<file path="src/rtl/mem_port_arbiter.sv">
// Arbitrates instruction fetch and data access onto one variable-latency memory bus,
// with byte-lane steering for stores and zero/sign extension for byte loads.
module mem_port_arbiter #(
  parameter int ADDR_W  = 16,
  parameter int DATA_W  = 16,
  parameter int TIMEOUT = 15
) (
  input  logic              clk,
  input  logic              reset,
  input  logic              if_req,
  input  logic [ADDR_W-1:0] if_addr,
  output logic [DATA_W-1:0] if_rdata,
  output logic              if_valid,
  output logic              if_stall,
  input  logic              d_req,
  input  logic              d_we,
  input  logic [1:0]        d_size,
  input  logic [ADDR_W-1:0] d_addr,
  input  logic [DATA_W-1:0] d_wdata,
  output logic [DATA_W-1:0] d_rdata,
  output logic              d_valid,
  output logic              d_stall,
  output logic              mem_req,
  output logic              mem_we,
  output logic [ADDR_W-1:0] mem_addr,
  output logic [DATA_W-1:0] mem_wdata,
  output logic [1:0]        mem_be,
  input  logic [DATA_W-1:0] mem_rdata,
  input  logic              mem_ack,
  output logic              bus_err
);

  typedef enum logic [1:0] {IDLE, FETCH, DATA} state_t;

  localparam logic [7:0] TO = 8'(TIMEOUT);

  state_t      state, state_n;
  logic        last_data;
  logic [7:0]  cnt;
  logic [1:0]  size_q;
  logic        lane_q;
  logic        grant_d, grant_f, done, abort;
  logic        d_byte;
  logic [7:0]  lane_b;
  logic [DATA_W-1:0] load_ext;

  assign if_stall = if_req && !if_valid;
  assign d_stall  = d_req && !d_valid;
  assign d_byte   = (d_size == 2'b01) || (d_size == 2'b10);

  always_comb begin
    lane_b = lane_q ? mem_rdata[15:8] : mem_rdata[7:0];
    case (size_q)
      2'b01:   load_ext = {{(DATA_W-8){1'b0}}, lane_b};
      2'b10:   load_ext = {{(DATA_W-8){lane_b[7]}}, lane_b};
      default: load_ext = mem_rdata;
    endcase
  end

  always_ff @(posedge clk or posedge reset) begin
    if (reset) state <= IDLE;
    else       state <= state_n;
  end

  // Data wins a tie unless it also won the previous grant, so fetch never starves.
  always_comb begin
    state_n = state;
    grant_d = 1'b0;
    grant_f = 1'b0;
    done    = 1'b0;
    abort   = 1'b0;
    case (state)
      IDLE: begin
        if (d_req && (!if_req || !last_data)) begin
          grant_d = 1'b1;
          state_n = DATA;
        end else if (if_req) begin
          grant_f = 1'b1;
          state_n = FETCH;
        end
      end
      FETCH, DATA: begin
        if (mem_ack) begin
          done    = 1'b1;
          state_n = IDLE;
        end else if (cnt == TO) begin
          abort   = 1'b1;
          state_n = IDLE;
        end
      end
      default: state_n = IDLE;
    endcase
  end

  always_ff @(posedge clk or posedge reset) begin
    if (reset) begin
      last_data <= 1'b0;
      cnt       <= '0;
      size_q    <= '0;
      lane_q    <= 1'b0;
      mem_req   <= 1'b0;
      mem_we    <= 1'b0;
      mem_addr  <= '0;
      mem_wdata <= '0;
      mem_be    <= '0;
      if_rdata  <= '0;
      if_valid  <= 1'b0;
      d_rdata   <= '0;
      d_valid   <= 1'b0;
      bus_err   <= 1'b0;
    end else begin
      if_valid <= 1'b0;
      d_valid  <= 1'b0;
      bus_err  <= 1'b0;
      if (grant_d) begin
        mem_req   <= 1'b1;
        mem_we    <= d_we;
        mem_addr  <= {d_addr[ADDR_W-1:1], 1'b0};
        mem_be    <= (d_we && d_byte) ? (d_addr[0] ? 2'b10 : 2'b01) : 2'b11;
        mem_wdata <= d_byte ? {2{d_wdata[7:0]}} : d_wdata;
        size_q    <= d_size;
        lane_q    <= d_addr[0];
        cnt       <= '0;
        last_data <= 1'b1;
      end
      if (grant_f) begin
        mem_req   <= 1'b1;
        mem_we    <= 1'b0;
        mem_addr  <= if_addr;
        mem_be    <= 2'b11;
        mem_wdata <= '0;
        size_q    <= 2'b00;
        lane_q    <= 1'b0;
        cnt       <= '0;
        last_data <= 1'b0;
      end
      if (state != IDLE && !done && !abort)
        cnt <= cnt + 8'd1;
      if (done || abort) begin
        mem_req <= 1'b0;
        mem_we  <= 1'b0;
        bus_err <= abort;
        if (state == FETCH) begin
          if_valid <= 1'b1;
          if_rdata <= abort ? '0 : mem_rdata;
        end else begin
          d_valid <= 1'b1;
          d_rdata <= (abort || mem_we) ? '0 : load_ext;
        end
      end
    end
  end

endmodule

</file>
<file path="config.mk">
export PLATFORM = sky130hd
export DESIGN_NAME = mem_port_arbiter
export DESIGN_NICKNAME = d
export VERILOG_FILES = /design/src/rtl/mem_port_arbiter.sv
export SDC_FILE = /design/constraint.sdc
export NUM_CORES = 1
export LEC_CHECK = 0
export CAP_MARGIN = 0
export CORE_UTILIZATION = 47
export DETAILED_ROUTE_END_ITERATION = 12
export GPL_TIMING_DRIVEN = 1
export PLACE_DENSITY = 0.87
export SLEW_MARGIN = 30
export SYNTH_ARGS = -nofsm -noshare
export SYNTH_HDL_FRONTEND = slang
export SYNTH_SLANG_ARGS = --single-unit
</file>
<file path="constraint.sdc">
create_clock -name clk -period 7 [get_ports clk]
set_input_delay 1.05 -clock clk [delete_from_list [all_inputs] [get_ports clk]]
set_output_delay 1.05 -clock clk [all_outputs]
set_load 0.01 [all_outputs]
</file>
### Yosys cells after proc, flatten, opt, wreduce, memory -nomap -nowiden

Index checks and enable logic that the tools add are counted.

* equality and inequality tests: 9
* reduce and logical (&&, ||, !) cells: 25
* bitwise operators: 1
* add/subtract/negate cells: 1
* muxes and demuxes: 47

Operators with widths (number)
* $mux W16: 7
* $mux W8: 4
* $pmux W16 S2: 1
* $mux W1: 24
* $mux W2: 10
* $add A8 B1 Y8 const B: 1
* $eq A8 B4 Y1 const B: 1
* $eq A2 B1 Y1 const B: 3
* $eq A2 B2 Y1 const B: 3
* $logic_and A1 B1 Y1: 6
* $logic_not A1 Y1: 6
* $ne A3 B3 Y1 const B: 2
* $reduce_and A2 Y1: 3
* $reduce_bool A3 Y1: 2
* $logic_or A1 B1 Y1: 4
* $pmux W2 S2: 1
* $reduce_bool A2 Y1: 2
* $logic_not A2 Y1: 1
* $reduce_or A2 Y1: 1
* $not A1 Y1: 1

* register bits after elaboration: 85
* output and inout port bits: 73
* input bits: 72

### Depth between registers and ports, before layout

Gate-level depths: netlist (run 1).

* word-level depth: 8
* gate-level depth with buffers: 8
* mapped depth without buffers: 6

### Worst setup path before layout (run 1)

OpenSTA, ideal clock, no wires.

* path type: input port to output port
* start: input d_req
* end: output d_stall
* data required time: 5950 ps
* slack: 4698 ps
* stages on the path: 2
* arrival: 1252 ps
* cell sequence: inv_1 > nor2_1

* longest elaborated chain between the ends: 1

RTL lines
* start: declaration: RTL line 15 `input logic d_req,`
* $logic_and A1 B1 Y1: RTL line 48 `assign d_stall = d_req && !d_valid;`
* end: declaration: RTL line 22 `output logic d_stall,`

Every way passes these cells.

### Worst setup path in the final report (run 1)

Ends and elaborated chain as after synthesis.

==> flow_metrics.env, run 1 <==
export IMPL_syn_to_final_growth_pct=46.6
export IMPL_finalCritPeriodShare=0.496
export IMPL_first_global_vias=3265
export IMPL_num_vias=3209
export IMPL_path_common_cell="sky130_fd_sc_hd__clkdlybuf4s50_1"
export IMPL_timing_max_cap_violations=0
export IMPL_worstPathArrival_ns=2.42
export IMPL_switching_power_mw=0.824
export IMPL_clock_tree_from_tritoncts="built"
export IMPL_setup_worst_path_class="in2out"
export IMPL_outcome="finished, final reports clean"
export IMPL_die_width_um=91.2
export IMPL_placedCellCount=566
export IMPL_timing_final_hold_violations=0
export IMPL_synth_cells_most_frequent="sky130_fd_sc_hd__dfrtp_1 (85), sky130_fd_sc_hd__nand2_1 (49), sky130_fd_sc_hd__a22o_1 (38)"
export IMPL_grt_start_max_net_pins=86
export IMPL_netlist_instances=336
export IMPL_crit_path_start_kind="input port"
export IMPL_antenna_cells=0
export IMPL_cts_buf_count=9
export IMPL_post_cts_repair_setup_buffers=0
export IMPL_powerDensity_nw_per_um2=414
export IMPL_fp_row_count=32
export IMPL_post_route_util=0.710
export IMPL_detailedPlacementHpwl_um=6980
export IMPL_floorplan_initialDensity=0.484
export IMPL_synth_seq_area_share=0.568
export IMPL_groute_usage_overall=0.254
export IMPL_seqPwrFrac=0.365
export IMPL_n_fill_cell=531
export IMPL_power_clock_fraction=0.159
export IMPL_intPower_mw=1.45
export IMPL_cts_root_buf="sky130_fd_sc_hd__clkbuf_8"
export IMPL_synth_edff_count=0
export IMPL_drt_first_iter_violations=202
export IMPL_total_leakage_power_nw=2.51
export IMPL_crit_chain="clkdlybuf4s50_1, inv_1, nor2_1, clkdlybuf4s50_1"
export IMPL_post_dp_cell_area_um2=5270
export IMPL_post_cts_resized=0
export IMPL_clockBufferDepth=2
export IMPL_tightest_slew_ns=1.05
export IMPL_floorplan_io_pins=145
export IMPL_final_antenna_net_count=0
export IMPL_layout_area_seq_um2=2130
export IMPL_antenna_found_initial=0
export IMPL_routed_wirelength_um=9900
export IMPL_hold_path_class="reg2reg"
export IMPL_critical_path_max_stage_delay_ns=0.63
export IMPL_timing_fmax_ghz=0.288
export IMPL_synth_ff_latch_count=85
export IMPL_detail_route_drc_violations=0
export IMPL_worstSetupEndpointType="output pin"
export IMPL_drive_gt1_frac=0.0625
export IMPL_cts_sinks=85
export IMPL_die_height_um=91.2
export IMPL_report_final_setup_viol=0
export IMPL_grt_first_pass_wirelength_um=16400
export IMPL_full_die_area_um2=8320
export IMPL_overflow=0
export IMPL_final_design_area_no_fill_um2=5490
export IMPL_synth_top_cell_by_area="sky130_fd_sc_hd__dfrtp_1"
export IMPL_yosys_most_used_dff="sky130_fd_sc_hd__dfrtp_1"
export IMPL_power_share_switching=0.363
export IMPL_final_max_slew_viol_count=0
export IMPL_comb_power_share=0.476
export IMPL_wl_per_cell_um=17.0
export IMPL_fp_coreArea_um2=7730
export IMPL_drtPass1Iterations=4
export IMPL_max_slew_margin=0.295
export IMPL_synth_net_count=413
export IMPL_path_max_fanout=6
export IMPL_crit_slowest_cell="sky130_fd_sc_hd__clkdlybuf4s50_1"
export IMPL_peakVddDrop_mv=0.200
export IMPL_timing_setup_tns_ns=0
export IMPL_ys_warnings_count=0
export IMPL_h_tree_depth=3
export IMPL_skew_ns=0.0126
export IMPL_post_drt_via_cell_ratio=5.51
export IMPL_gpl_final_weighted_congestion=0.836
export IMPL_multi_input_comb_area_um2=1510
export IMPL_avgSynthCellArea_um2=11.1
export IMPL_fin_worst_hold_slack_ns=0.482
export IMPL_synthesized_area_um2=3740
export IMPL_worst_setup_hold_path_clk_slew_ns=0.09
export IMPL_preCtsSetupSlack_ns=3.55
export IMPL_post_synth_num_cell_types=41
export IMPL_netlist_top_cells_area="sky130_fd_sc_hd__dfrtp_1 (57%), sky130_fd_sc_hd__a22o_1 (8.9%), sky130_fd_sc_hd__nand2_1 (4.9%), sky130_fd_sc_hd__mux2i_1 (4.3%), sky130_fd_sc_hd__a22oi_1 (3.0%)"
export IMPL_yosysMostFrequentCell="sky130_fd_sc_hd__dfrtp_1"
export IMPL_final_nets=552
export IMPL_async_flop_share=1.00
export IMPL_finalNonFillerCells=582
export IMPL_rsz0062_at_grt="no"
export IMPL_ctsHoldBuffers=0
export IMPL_worstSkewPairLatency_ns=0.36
export IMPL_placement_io_buffers=144
export IMPL_post_layout_total_power_mw=2.27
export IMPL_top_area_cell_type_share_of_the_netlist_area=0.568
export IMPL_setup_ws_ns=3.53
export IMPL_timing_critical_path_required_ns=5.95
export IMPL_period_needed_ns=3.47
worst max-delay path: cells and delay by family:
kind                   cells  cell delay [ns]
AND/OR/NAND/NOR            1             0.11
buffers and inverters      3             1.26
state kept, by name, summed over array words and instances, names as in the netlist, 2 cells and up:
register   flops
cnt            8
d_rdata       16
mem_addr      16
state          2
mem_wdata     16
mem_be         2
if_rdata      16
size_q         2
cell usage in the layout, fill, tap and decap left out, types with 10 or more instances in the layout:
master / netlist / routed
sky130_fd_sc_hd__nand2_1: 49 / 49
sky130_fd_sc_hd__clkbuf_8: 0 / 10
sky130_fd_sc_hd__mux2i_1: 16 / 16
sky130_fd_sc_hd__a22o_1: 38 / 38
sky130_fd_sc_hd__dfrtp_1: 85 / 85
sky130_fd_sc_hd__clkdlybuf4s50_1: 0 / 144
sky130_fd_sc_hd__o21ai_0: 18 / 17
sky130_fd_sc_hd__a22oi_1: 15 / 15
sky130_fd_sc_hd__inv_1: 12 / 11
kinds of logic after synthesis:
logic type               share of synthesized area
AND/OR/NAND/NOR                              0.133
AO/OA/AOI/OAI                                0.197
flip-flops                                   0.568
buffers and inverters                       0.0324
multiplexers                                0.0458
adder cells (fa/ha/maj)                     0.0167
XOR/XNOR                                   0.00669
layer usage:
layer  global-route usage  routed length [µm]
met2                0.432                5070
met3               0.0536                 535
met4                0.123                 331
met1                0.308                3960
met5                    0                   0
final cells by class:
type	instances	area share
flip-flops and latches	85	0.388
inverters	12	0.00844
clock buffers	10	0.0251
repair buffers	147	0.268
well taps	102	0.0233
clock inverters	6	0.0128
multi-input cells	220	0.275
path summary, 6_finish.rpt:
kind	slack (ns)	depth (start not counted)	startpoint	endpoint
max	3.53	4	d_req	d_stall
min	0.48	2	mem_addr[14]$_DFFE_PP0P_	mem_addr[14]$_DFFE_PP0P_
max reg2reg	4.86	4	size_q[0]$_DFFE_PP0P_	d_rdata[6]$_DFFE_PP0P_
min reg2reg	0.48	2	mem_addr[14]$_DFFE_PP0P_	mem_addr[14]$_DFFE_PP0P_
max in group asynchronous	5.28	3	reset	mem_addr[13]$_DFFE_PP0P_
min in group asynchronous	1.21	3	reset	if_valid$_DFF_PP0_
power by group through the flow:
stage               sequential (mW)  clock, mW  combinational, mW
global route                  0.854      0.392               1.16
floorplan                     0.897          0              0.463
detailed placement            0.832          0               1.08
finish                        0.828      0.360               1.08
CTS                           0.828      0.367               1.09
global placement              0.820          0               1.05
No activity file was read; power rests on OpenSTA's default activity.
==> run 2, diff against run 1 <==
Settings changed: CORE_UTILIZATION 47 to 40, PLACE_DENSITY 0.87 to 0.79.
Clock period 7 ns to 2.95 ns, I/O delays scaled along.
==> flow_metrics.env, run 2 (same netlist as run 1, synthesis figures left out) <==
export IMPL_rsz0062_at_grt="no"
export IMPL_path_common_cell="sky130_fd_sc_hd__clkdlybuf4s50_1"
export IMPL_final_max_slew_viol_count=0
export IMPL_setup_worst_path_class="in2out"
export IMPL_skew_ns=0.00954
export IMPL_groute_usage_overall=0.212
export IMPL_worstPathArrival_ns=1.80
export IMPL_cts_root_buf="sky130_fd_sc_hd__clkbuf_8"
export IMPL_first_global_vias=3201
export IMPL_crit_slowest_cell="sky130_fd_sc_hd__clkdlybuf4s50_1"
export IMPL_fp_coreArea_um2=8890
export IMPL_die_width_um=98.7
export IMPL_finalCritPeriodShare=0.759
export IMPL_post_cts_resized=0
export IMPL_floorplan_io_pins=145
export IMPL_path_max_fanout=6
export IMPL_timing_critical_path_required_ns=2.51
export IMPL_max_slew_margin=0.427
export IMPL_final_antenna_net_count=0
export IMPL_placement_io_buffers=144
export IMPL_num_vias=3152
export IMPL_syn_to_final_growth_pct=46.4
export IMPL_gpl_final_weighted_congestion=0.832
export IMPL_worstSetupEndpointType="output pin"
export IMPL_cts_sinks=85
export IMPL_total_leakage_power_nw=2.50
export IMPL_hold_path_class="in2async"
export IMPL_h_tree_depth=3
export IMPL_overflow=0
export IMPL_floorplan_initialDensity=0.421
export IMPL_drt_first_iter_violations=190
export IMPL_ff2ff_path_depth=6
export IMPL_crit_path_start_kind="input port"
export IMPL_outcome="finished, final reports clean"
export IMPL_worst_setup_hold_path_clk_slew_ns=0.09
export IMPL_full_die_area_um2=9750
export IMPL_drtPass1Iterations=4
export IMPL_clockBufferDepth=2
export IMPL_crit_chain="clkdlybuf4s50_1, inv_1, nor2_1, clkdlybuf4s50_1"
export IMPL_worstSkewPairLatency_ns=0.35
export IMPL_post_drt_via_cell_ratio=5.34
export IMPL_critical_path_max_stage_delay_ns=0.59
export IMPL_layout_cells_most_common_list="sky130_fd_sc_hd__clkdlybuf4s50_1 (144), sky130_fd_sc_hd__dfrtp_1 (85), sky130_fd_sc_hd__nand2_1 (49)"
export IMPL_wl_per_cell_um=16.6
export IMPL_antenna_cells=0
export IMPL_routed_wirelength_um=9820
export IMPL_timing_max_cap_violations=0
export IMPL_powerDensity_nw_per_um2=958
export IMPL_most_common_cell_after_layout_fill_and_taps_aside="sky130_fd_sc_hd__clkdlybuf4s50_1"
export IMPL_crit_buf_inv=3
export IMPL_cts_buf_count=9
export IMPL_cp_top_family="buffers and inverters"
export IMPL_fp_row_count=34
export IMPL_post_cts_repair_setup_buffers=0
export IMPL_report_final_setup_viol=0
export IMPL_grt_first_pass_wirelength_um=16000
export IMPL_detail_route_drc_violations=0
export IMPL_timing_setup_tns_ns=0
export IMPL_grt_start_max_net_pins=39
export IMPL_ctsHoldBuffers=0
export IMPL_timing_final_hold_violations=0
export IMPL_die_height_um=98.7
export IMPL_tightest_slew_ns=0.858
export IMPL_drive_gt1_frac=0.0664
export IMPL_ff2ff_setup_slack_ns=0.80
export IMPL_post_route_util=0.616
export IMPL_detailedPlacementHpwl_um=7170
export IMPL_worstReg2RegEnd="d_rdata[10]$_DFFE_PP0P_"
export IMPL_timing_fmax_ghz=0.447
export IMPL_clock_tree_from_tritoncts="built"
export IMPL_period_needed_ns=2.24
export IMPL_timing_rr_start="state[0]$_DFFE_PP0P_"
export IMPL_peakVddDrop_mv=0.381
export IMPL_antenna_found_initial=0
export IMPL_final_nets=555
==> run 2: how the worst max path moves through the flow <==
stage,to,slack (ns),start,depth (start not counted)
CTS,d_stall,0.70,d_req,4
floorplan,bus_err$_DFF_PP0_,0.31,reset,1
global placement,d_stall,0.72,d_req,4
finish,d_stall,0.71,d_req,4
global route,d_stall,0.65,d_req,4
detailed placement,d_stall,0.71,d_req,4
==> run 2: per-stage QoR <==
stage          setup WS (ns)  area, µm²  hold slack, ns  power (mW)  std cells
4_1_cts                0.704       5480           0.453        5.30        590
5_1_grt                0.651       5480           0.495        5.60        590
2_1_floorplan          0.314       3740           0.470        3.23        336
6_report               0.712       5480           0.454        5.25        590
3_3_place_gp           0.723       5310           0.458        4.46        575
3_5_place_dp           0.709       5310           0.464        4.55        575
==> run 2: cell type report <==
cell class | instances | area (µm²)
fill | 726 | 3410
sequential | 85 | 2130
multi-input combinational | 220 | 1500
timing repair buffer | 150 | 1500
tap | 108 | 135
clock buffer | 9 | 124
clock inverter | 6 | 46.3
inverter | 12 | 46.3
==> run 2: per-layer routing <==
metal	track usage	vias to the layer above	share of wire
li1	-	1493	-
met3	0.0560	8	0.061
met1	0.268	1542	0.44
met5	0	-	0
met2	0.359	109	0.49
met4	0.0654	0	0.011
==> run 2: power breakdown <==
group          leakage (nW)  total [mW]  internal (mW)  switching [mW]
Clock                0.0821       0.734          0.307           0.427
Combinational          1.33        2.56           1.37            1.19
Sequential             1.08        1.96           1.65           0.307
Total                  2.50        5.25           3.33            1.92
